[config.mk]
export PLATFORM = sky130hd
export DESIGN_NAME = pc_sequencer_flat
export DESIGN_NICKNAME = d
export VERILOG_FILES = /design/src/rtl/pc_sequencer_pkg.sv /design/src/rtl/pc_sequencer_if.sv /design/src/rtl/pc_sequencer_history_buf.sv /design/src/rtl/pc_sequencer.sv /design/src/flat_wrapper.sv
export SDC_FILE = /design/constraint.sdc
export NUM_CORES = 1
export LEC_CHECK = 0
export BUFFER_PORTS_ARGS = -buffer_cell sky130_fd_sc_hd__buf_2
export CAP_MARGIN = 20
export CORE_UTILIZATION = 30
export CTS_CLUSTER_SIZE = 25
export DETAILED_ROUTE_END_ITERATION = 8
export PLACE_DENSITY = 0.57
export SLEW_MARGIN = 20
export SYNTH_ARGS = -nofsm -noshare
export SYNTH_HDL_FRONTEND = slang
export SYNTH_SLANG_ARGS = --single-unit
[constraint.sdc]
create_clock -name CLK -period 2.56 [get_ports CLK]
set_input_delay 0.512 -clock CLK [delete_from_list [all_inputs] [get_ports CLK]]
set_output_delay 0.512 -clock CLK [all_outputs]
set_load 0.03 [all_outputs]
[src/rtl/pc_sequencer_pkg.sv]
// pc_seq_pkg: shared types, default vectors and alignment helper for pc_sequencer.
package pc_seq_pkg;

    typedef enum logic [1:0] {BOOT, RUN, WAIT, HALT} state_t;
    typedef enum logic [1:0] {SRC_TRAP, SRC_REDIR, SRC_HOLD, SRC_SEQ} src_t;

    localparam logic [31:0] DEF_RESET_VECTOR = 32'h0000_0000;
    localparam logic [31:0] DEF_TRAP_VECTOR  = 32'h0000_0100;

    // Low PC bits that must be zero for an instruction of size INC.
    function automatic logic [1:0] align_mask(input int inc);
        return (inc == 2) ? 2'b01 : 2'b11;
    endfunction

endpackage

[src/rtl/pc_sequencer_if.sv]
// pc_sequencer_if: fetch handshake between the PC sequencer (master) and instruction memory (slave).
interface pc_sequencer_if #(parameter int XLEN = 32);
    logic            fetch_valid;
    logic            fetch_ready;
    logic [XLEN-1:0] fetch_pc;
    modport master (output fetch_valid, fetch_pc, input fetch_ready);
    modport slave  (input fetch_valid, fetch_pc, output fetch_ready);
endinterface

[src/rtl/pc_sequencer_history_buf.sv]
// pc_history_buf: circular buffer of pre-redirect PCs; index 0 reads the newest entry.
module pc_history_buf #(
    parameter int XLEN  = 32,
    parameter int DEPTH = 8
) (
    input  logic                       CLK,
    input  logic                       RST,
    input  logic                       we,
    input  logic [XLEN-1:0]            wpc,
    input  logic [$clog2(DEPTH)-1:0]   hist_idx,
    output logic [XLEN-1:0]            hist_pc,
    output logic [$clog2(DEPTH):0]     hist_count
);
    localparam int AW = $clog2(DEPTH);

    logic [XLEN-1:0] mem [DEPTH];
    logic [AW-1:0]   wptr;
    logic [AW-1:0]   ra;

    always_ff @(posedge CLK) begin
        if (we)
            mem[wptr] <= wpc;
    end

    always_ff @(posedge CLK) begin
        if (RST) begin
            wptr       <= '0;
            hist_count <= '0;
        end else if (we) begin
            wptr <= wptr + AW'(1);
            if (hist_count != (AW+1)'(DEPTH))
                hist_count <= hist_count + (AW+1)'(1);
        end
    end

    // DEPTH is a power of two, so the pointer arithmetic wraps naturally.
    always_comb begin
        ra      = wptr - AW'(1) - hist_idx;
        hist_pc = ({1'b0, hist_idx} < hist_count) ? mem[ra] : '0;
    end

endmodule

[src/rtl/pc_sequencer.sv]
// pc_sequencer: architectural PC with trap/redirect/halt sequencing and a valid/ready fetch port.
// Define PC_SEQ_HISTORY_EN to add the redirect-history buffer and its hist_* ports.
module pc_sequencer
    import pc_seq_pkg::*;
#(
    parameter int              XLEN         = 32,
    parameter logic [XLEN-1:0] RESET_VECTOR = XLEN'(DEF_RESET_VECTOR),
    parameter logic [XLEN-1:0] TRAP_VECTOR  = XLEN'(DEF_TRAP_VECTOR),
    parameter int              INC          = 4,
    parameter int              HIST_DEPTH   = 8
) (
    input  logic                   CLK,
    input  logic                   RST,
    input  logic                   stall,
    input  logic                   redirect_valid,
    input  logic [XLEN-1:0]        redirect_pc,
    input  logic                   trap_valid,
    input  logic                   halt_req,
    input  logic                   resume,
    pc_sequencer_if.master         fetch,
    output logic                   misaligned,
    output logic                   halted
`ifdef PC_SEQ_HISTORY_EN
    ,
    input  logic [$clog2(HIST_DEPTH)-1:0] hist_idx,
    output logic [XLEN-1:0]               hist_pc,
    output logic [$clog2(HIST_DEPTH):0]   hist_count
`endif
);
    localparam logic [XLEN-1:0] MASK = XLEN'(align_mask(INC));

    state_t          state, state_next;
    src_t            src;
    logic [XLEN-1:0] pc, pc_next;
    logic            mis_next;

    always_ff @(posedge CLK) begin
        if (RST) begin
            state      <= BOOT;
            pc         <= RESET_VECTOR;
            misaligned <= 1'b0;
        end else begin
            state      <= state_next;
            pc         <= pc_next;
            misaligned <= mis_next;
        end
    end

    // Trap beats everything; in HALT only trap and resume are looked at.
    always_comb begin
        state_next = state;
        src        = SRC_HOLD;
        unique case (state)
            BOOT: state_next = RUN;
            HALT: begin
                if (trap_valid) begin
                    src        = SRC_TRAP;
                    state_next = RUN;
                end else if (resume) begin
                    state_next = RUN;
                end
            end
            default: begin
                if (trap_valid) begin
                    src        = SRC_TRAP;
                    state_next = RUN;
                end else if (redirect_valid) begin
                    src        = SRC_REDIR;
                    state_next = RUN;
                end else if (halt_req) begin
                    state_next = HALT;
                end else if (!fetch.fetch_ready) begin
                    state_next = WAIT;
                end else begin
                    state_next = RUN;
                    src        = stall ? SRC_HOLD : SRC_SEQ;
                end
            end
        endcase
    end

    always_comb begin
        pc_next = (src == SRC_TRAP)  ? TRAP_VECTOR :
                  (src == SRC_REDIR) ? (redirect_pc & ~MASK) :
                  (src == SRC_SEQ)   ? pc + XLEN'(INC) : pc;
        mis_next          = (src == SRC_REDIR) && |(redirect_pc & MASK);
        fetch.fetch_valid = (state == RUN) || (state == WAIT);
        fetch.fetch_pc    = pc;
        halted            = (state == HALT);
    end

`ifdef PC_SEQ_HISTORY_EN
    logic hist_we;
    assign hist_we = (src == SRC_TRAP) || (src == SRC_REDIR);

    pc_history_buf #(.XLEN(XLEN), .DEPTH(HIST_DEPTH)) u_hist (
        .CLK        (CLK),
        .RST        (RST),
        .we         (hist_we),
        .wpc        (pc),
        .hist_idx   (hist_idx),
        .hist_pc    (hist_pc),
        .hist_count (hist_count)
    );
`endif

endmodule

[src/flat_wrapper.sv]
// flat-port wrapper written by rule: the top's interface ports become plain ports
module pc_sequencer_flat import pc_seq_pkg::*;
#(
    parameter int              XLEN         = 32,
    parameter logic [XLEN-1:0] RESET_VECTOR = XLEN'(DEF_RESET_VECTOR),
    parameter logic [XLEN-1:0] TRAP_VECTOR  = XLEN'(DEF_TRAP_VECTOR),
    parameter int              INC          = 4,
    parameter int              HIST_DEPTH   = 8
)
  (CLK, RST, stall, redirect_valid, redirect_pc, trap_valid, halt_req, resume, misaligned, halted, fetch_fetch_valid, fetch_fetch_pc, fetch_fetch_ready);
  pc_sequencer_if #(.XLEN(XLEN)) fetch_i ();
  input  logic CLK;
  input  logic RST;
  input  logic stall;
  input  logic redirect_valid;
  input  logic [XLEN-1:0] redirect_pc;
  input  logic trap_valid;
  input  logic halt_req;
  input  logic resume;
  output logic misaligned;
  output logic halted;
  output wire logic [$bits(fetch_i.fetch_valid)-1:0] fetch_fetch_valid;
  output wire logic [$bits(fetch_i.fetch_pc)-1:0] fetch_fetch_pc;
  input wire logic [$bits(fetch_i.fetch_ready)-1:0] fetch_fetch_ready;
  assign fetch_fetch_valid = fetch_i.fetch_valid;
  assign fetch_fetch_pc = fetch_i.fetch_pc;
  assign fetch_i.fetch_ready = fetch_fetch_ready;
  pc_sequencer #(.XLEN(XLEN), .RESET_VECTOR(RESET_VECTOR), .TRAP_VECTOR(TRAP_VECTOR), .INC(INC), .HIST_DEPTH(HIST_DEPTH)) u_core (.CLK(CLK), .RST(RST), .stall(stall), .redirect_valid(redirect_valid), .redirect_pc(redirect_pc), .trap_valid(trap_valid), .halt_req(halt_req), .resume(resume), .fetch(fetch_i), .misaligned(misaligned), .halted(halted));
endmodule
# Word level (Yosys, flattened, before mapping)
# Index checks and enable logic that the tools add are counted.
# totals
reg_bits	35
input_bits	40
output_inout_bits	35
elab_cells	38
# classes
addsub	1
n_eq_ne	6
muxes	17
reduce_logical	9
# op_table
operator	n
$mux 32	2
$add 32x3->32 const B	1
$mux 2	11
$mux 9	1
$pmux 2 s2	2
$eq 2x2->1 const B	3
$eq 2x1->1 const B	2
$logic_not 2->1	2
$reduce_or 2->1	2
$ne 3x3->1 const B	1
$reduce_bool 3->1	1
$reduce_or 3->1	1
$reduce_bool 2->1	1
$logic_and 1x1->1	1
$logic_or 1x1->1	1
$mux 1	1

# Depth between registers and ports, before layout
# depth
depth_word	10
mapped_depth	9
depth_no_buf	7

# Least setup slack after synthesis
# Ideal clock, no wire load.
# synth_path
kind	flip-flop to flip-flop
start	register u_core.state[1]
end	register u_core.pc[25], in the netlist u_core.fetch.fetch_pc[25]
setup_time_ns	0.125
arrival_time_ns	2.132
required_ns	2.435
path_slack_ns	0.303
path_stages_with_launch	10
n_path_buf	2
synth_period_minus_slack_ns	2.257
path_cell_list	dfxtp_1 inv_1 ha_1 nor2b_1 clkbuf_1 o2111ai_1 clkbuf_1 nor4b_1 xnor2_1 o21ai_0
# synth_via
elab_chain_cells	4
word_cells_on_any_way	9
cone_classes	eq/ne: 3; mux: 2; reduce/logical: 4
# synth_rtl
element	line_no	text
from (decl)	pc_sequencer.sv:32	state_t state, state_next;
from (signal assigned)	pc_sequencer.sv:43	state <= state_next;
$eq 2x2->1 or $logic_not 2->1 (tied branches)	pc_sequencer.sv:53	unique case (state)
$pmux 2 s2 *	pc_sequencer.sv:53	
$eq 2x1->1, or another cell as far along	pc_sequencer.sv:84	(src == SRC_REDIR) ? (redirect_pc & ~MASK) :
$mux 32, or another cell as far along	pc_sequencer.sv:84	
to (signal assigned)	pc_sequencer.sv:44	pc <= pc_next;
to (decl)	pc_sequencer.sv:34	logic [XLEN-1:0] pc, pc_next;
# Mark *: on every way between the ends. The rest lies on a longest branch, timed or not.
# A chain may end at the register's enable or synchronous reset.

# Worst setup path after layout
# layout_path
start	register u_core.state[0]
end	register u_core.pc[17], in the netlist u_core.fetch.fetch_pc[17]
# The elaborated chain is that of the path after synthesis.

==> metrics <==
outcome=complete, no violations; kind of launch point of the worst setup path=flip-flop; First DRT Iteration DRCs=75; synthesis-to-layout area growth=30.5%; die extent in x=81.8 µm; Mapped Area=1910 µm²; slowest cell on the critical path=or4_1; count of TritonRoute iterations in the first routing pass=4; count of input and output buffers=72; initial cell density of the core=0.317; path class of the lowest-slack min-delay path=primary input to flip-flop; Skew-Pair Late Insertion Delay=0.29 ns; transition at the pin with the smallest max-transition slack=0.609 ns; vias in the first global route=1823; worst path cell trace=inv_1, ha_1, nor2b_2, nand2b_1, and2_1, or4_1, a31oi_1; remaining global-route overflow=0; Top FF cell, synth=dfxtp_1; final net count=358; fraction of layout cells with a size suffix above 1=0.294; slowest stage delay, CP=0.52 ns; cell type with the largest total area after synthesis=dfxtp_1; post-cts gate resize count=0; cell total after placement=383; CP Data Required Time=2.78 ns; total clock buffers created by CTS=5; half-perimeter wire length of the detailed placement result=4260 µm; Layout Cells excl Fill=391; number of DRC violations after detailed routing=0; pin count of the biggest net entering global routing=14; total die area=6700 µm²; leading post-synthesis cells by cell area=dfxtp_1 35%, xnor2_1 7.3%, nand2_1 7.1%; Seq/Total Area, Yosys=0.346; Power Density=498 nW/µm²; maximum count of clock buffers along a single path=2; max-slew violations=0; area of the core=6030 µm²; number of max-cap violations=0; period utilization=0.853; fill cell count=683; final hold viol count=0; number of hold buffers added after CTS=0; setup repair after global routing missed its margin=false; number of antenna violations at the first check in global routing=0; clk sinks=33; number of placement rows=28; setup TNS after final layout=0 ns; critical-path maximum fanout=8; CP endpoint kind=flip-flop; number of synthesized register bits=33; overall power consumption=1.24 mW; Mapped Avg Cell Area=7.97 µm²; number of instances in the synthesized netlist=240; mean number of vias per cell=5.19; WS Path Type=flip-flop to flip-flop; DIE HEIGHT=81.8 µm; final design utilization=0.414; total global-route track usage=0.179; Post-Route Hold Slack=0.415 ns; number of setup violations in the final report=0; Yosys top cell area share=0.346; count of unique library cells instantiated by Yosys=49; share of flip-flops with an asynchronous set or reset after synthesis=0; shortest period the worst path allows=2.18 ns; Ports=75; sum of routed wire length over all layers=5620 µm; buffer cell driving the clock tree root=clkbuf_8; Setup Fix Bufs, Post-CTS=0; first-pass GRT wire length=9030 µm; Worst Skew=0.0128 ns; maximum achievable frequency=458 MHz; number of levels the H-tree was split into=2; clock edge transition at the registers on the reported setup and hold paths=0.08 ns; CTS tree=yes; Final ANT Viol Nets=0; worst path arrival time=2.41 ns; maximum vdd ir drop=255 µV; headroom to the max-slew limit=0.591; global placer's final weighted congestion=0.811; number of warning messages in the yosys log=0; leakage power=1.01 nW; number of antenna repair diodes=0; number of flops mapped to enable cells by yosys=0; total number of vias=2028; average detailed-routed wire length per instance=14.4 µm
## layer usage
layer	vias to the layer above	wire [µm]	share of wire	GRT usage
li1	1015	-	-	-
met1	919	2720	0.48	0.247
met2	88	2370	0.42	0.277
met3	6	480	0.085	0.0400
met4	0	53	0.0094	0.0474
met5	-	0	0	0
## Yosys cell counts (all sizes together) (5+ instances only)
master	instances
nor4	9
o21ai	21
dfxtp	33
nand3	10
a21oi	8
inv	6
nor3	5
nor2	9
nand2	36
xor2	5
nand4	6
clkbuf	11
xnor2	16
and2	5
## critical path, delay by kind of cell, from the launching register on
family,cells,cell delay (ns)
AOI/OAI and AO/OA,1,0.13
DFF,1,0.33
adders and majority gates,1,0.37
buffers and inverters,1,0.06
and+or+nand+nor,4,1.25
## power by group
| group | internal, mW | switching, mW | total (mW) | leakage, nW |
|---|---|---|---|---|
| registers | 0.529 | 0.0204 | 0.549 | 0.268 |
| logic | 0.0699 | 0.108 | 0.178 | 0.683 |
| clock network | 0.318 | 0.199 | 0.516 | 0.0585 |
| total | 0.916 | 0.327 | 1.24 | 1.01 |
## metrics by stage
stage,setup WS (ns),area [µm²]
floorplan,0.303,1920
global placement,0.316,2380
detailed placement,0.244,2380
CTS,0.230,2490
global route,0.161,2490
finish,0.377,2490
## sequential cells by signal, indices dropped and copies added, names as in the netlist
name,count
u_core.fetch.fetch_pc,30
u_core.misaligned,1
u_core.state,2
## worst paths after layout
path	end	start	slack (ns)	cells after the start
min	u_core.misaligned	redirect_pc[0]	0.42	2
min reg2reg	u_core.state[0]	u_core.state[0]	0.50	2
max reg2reg	u_core.fetch.fetch_pc[17]	u_core.state[0]	0.38	7
max	u_core.fetch.fetch_pc[17]	u_core.state[0]	0.38	7
## cell type report
| type | count | area [µm²] | share of cell area |
|---|---|---|---|
| repair buffers | 81 | 428 | 0.172 |
| multi-input cells | 188 | 1170 | 0.470 |
| clock inverters | 1 | 30.0 | 0.0120 |
| flip-flops and latches | 33 | 661 | 0.265 |
| well taps | 75 | 93.8 | 0.0376 |
| inverters | 6 | 22.5 | 0.00903 |
| clock buffers | 7 | 86.3 | 0.0346 |
## cell families after synthesis
family	share of synthesized area
other	0.00196
XOR/XNOR	0.0962
adder cells (fa/ha/maj)	0.0196
AND/OR/NAND/NOR	0.308
buffers and inverters	0.0438
flip-flops	0.346
AO/OA/AOI/OAI	0.179
multiplexers	0.00589
## layout by cell type, fill, tap and decap left out, types with 6 or more instances in the layout
cell / instances
a21oi_1: 8
buf_2: 72
buf_4: 9
clkbuf_8: 6
dfxtp_1: 33
inv_1: 6
nand2_1: 36
nand3_1: 10
nor2_1: 9
nor4_1: 9
o21ai_0: 20
xnor2_1: 16
Power figures use the tool's default switching activity.
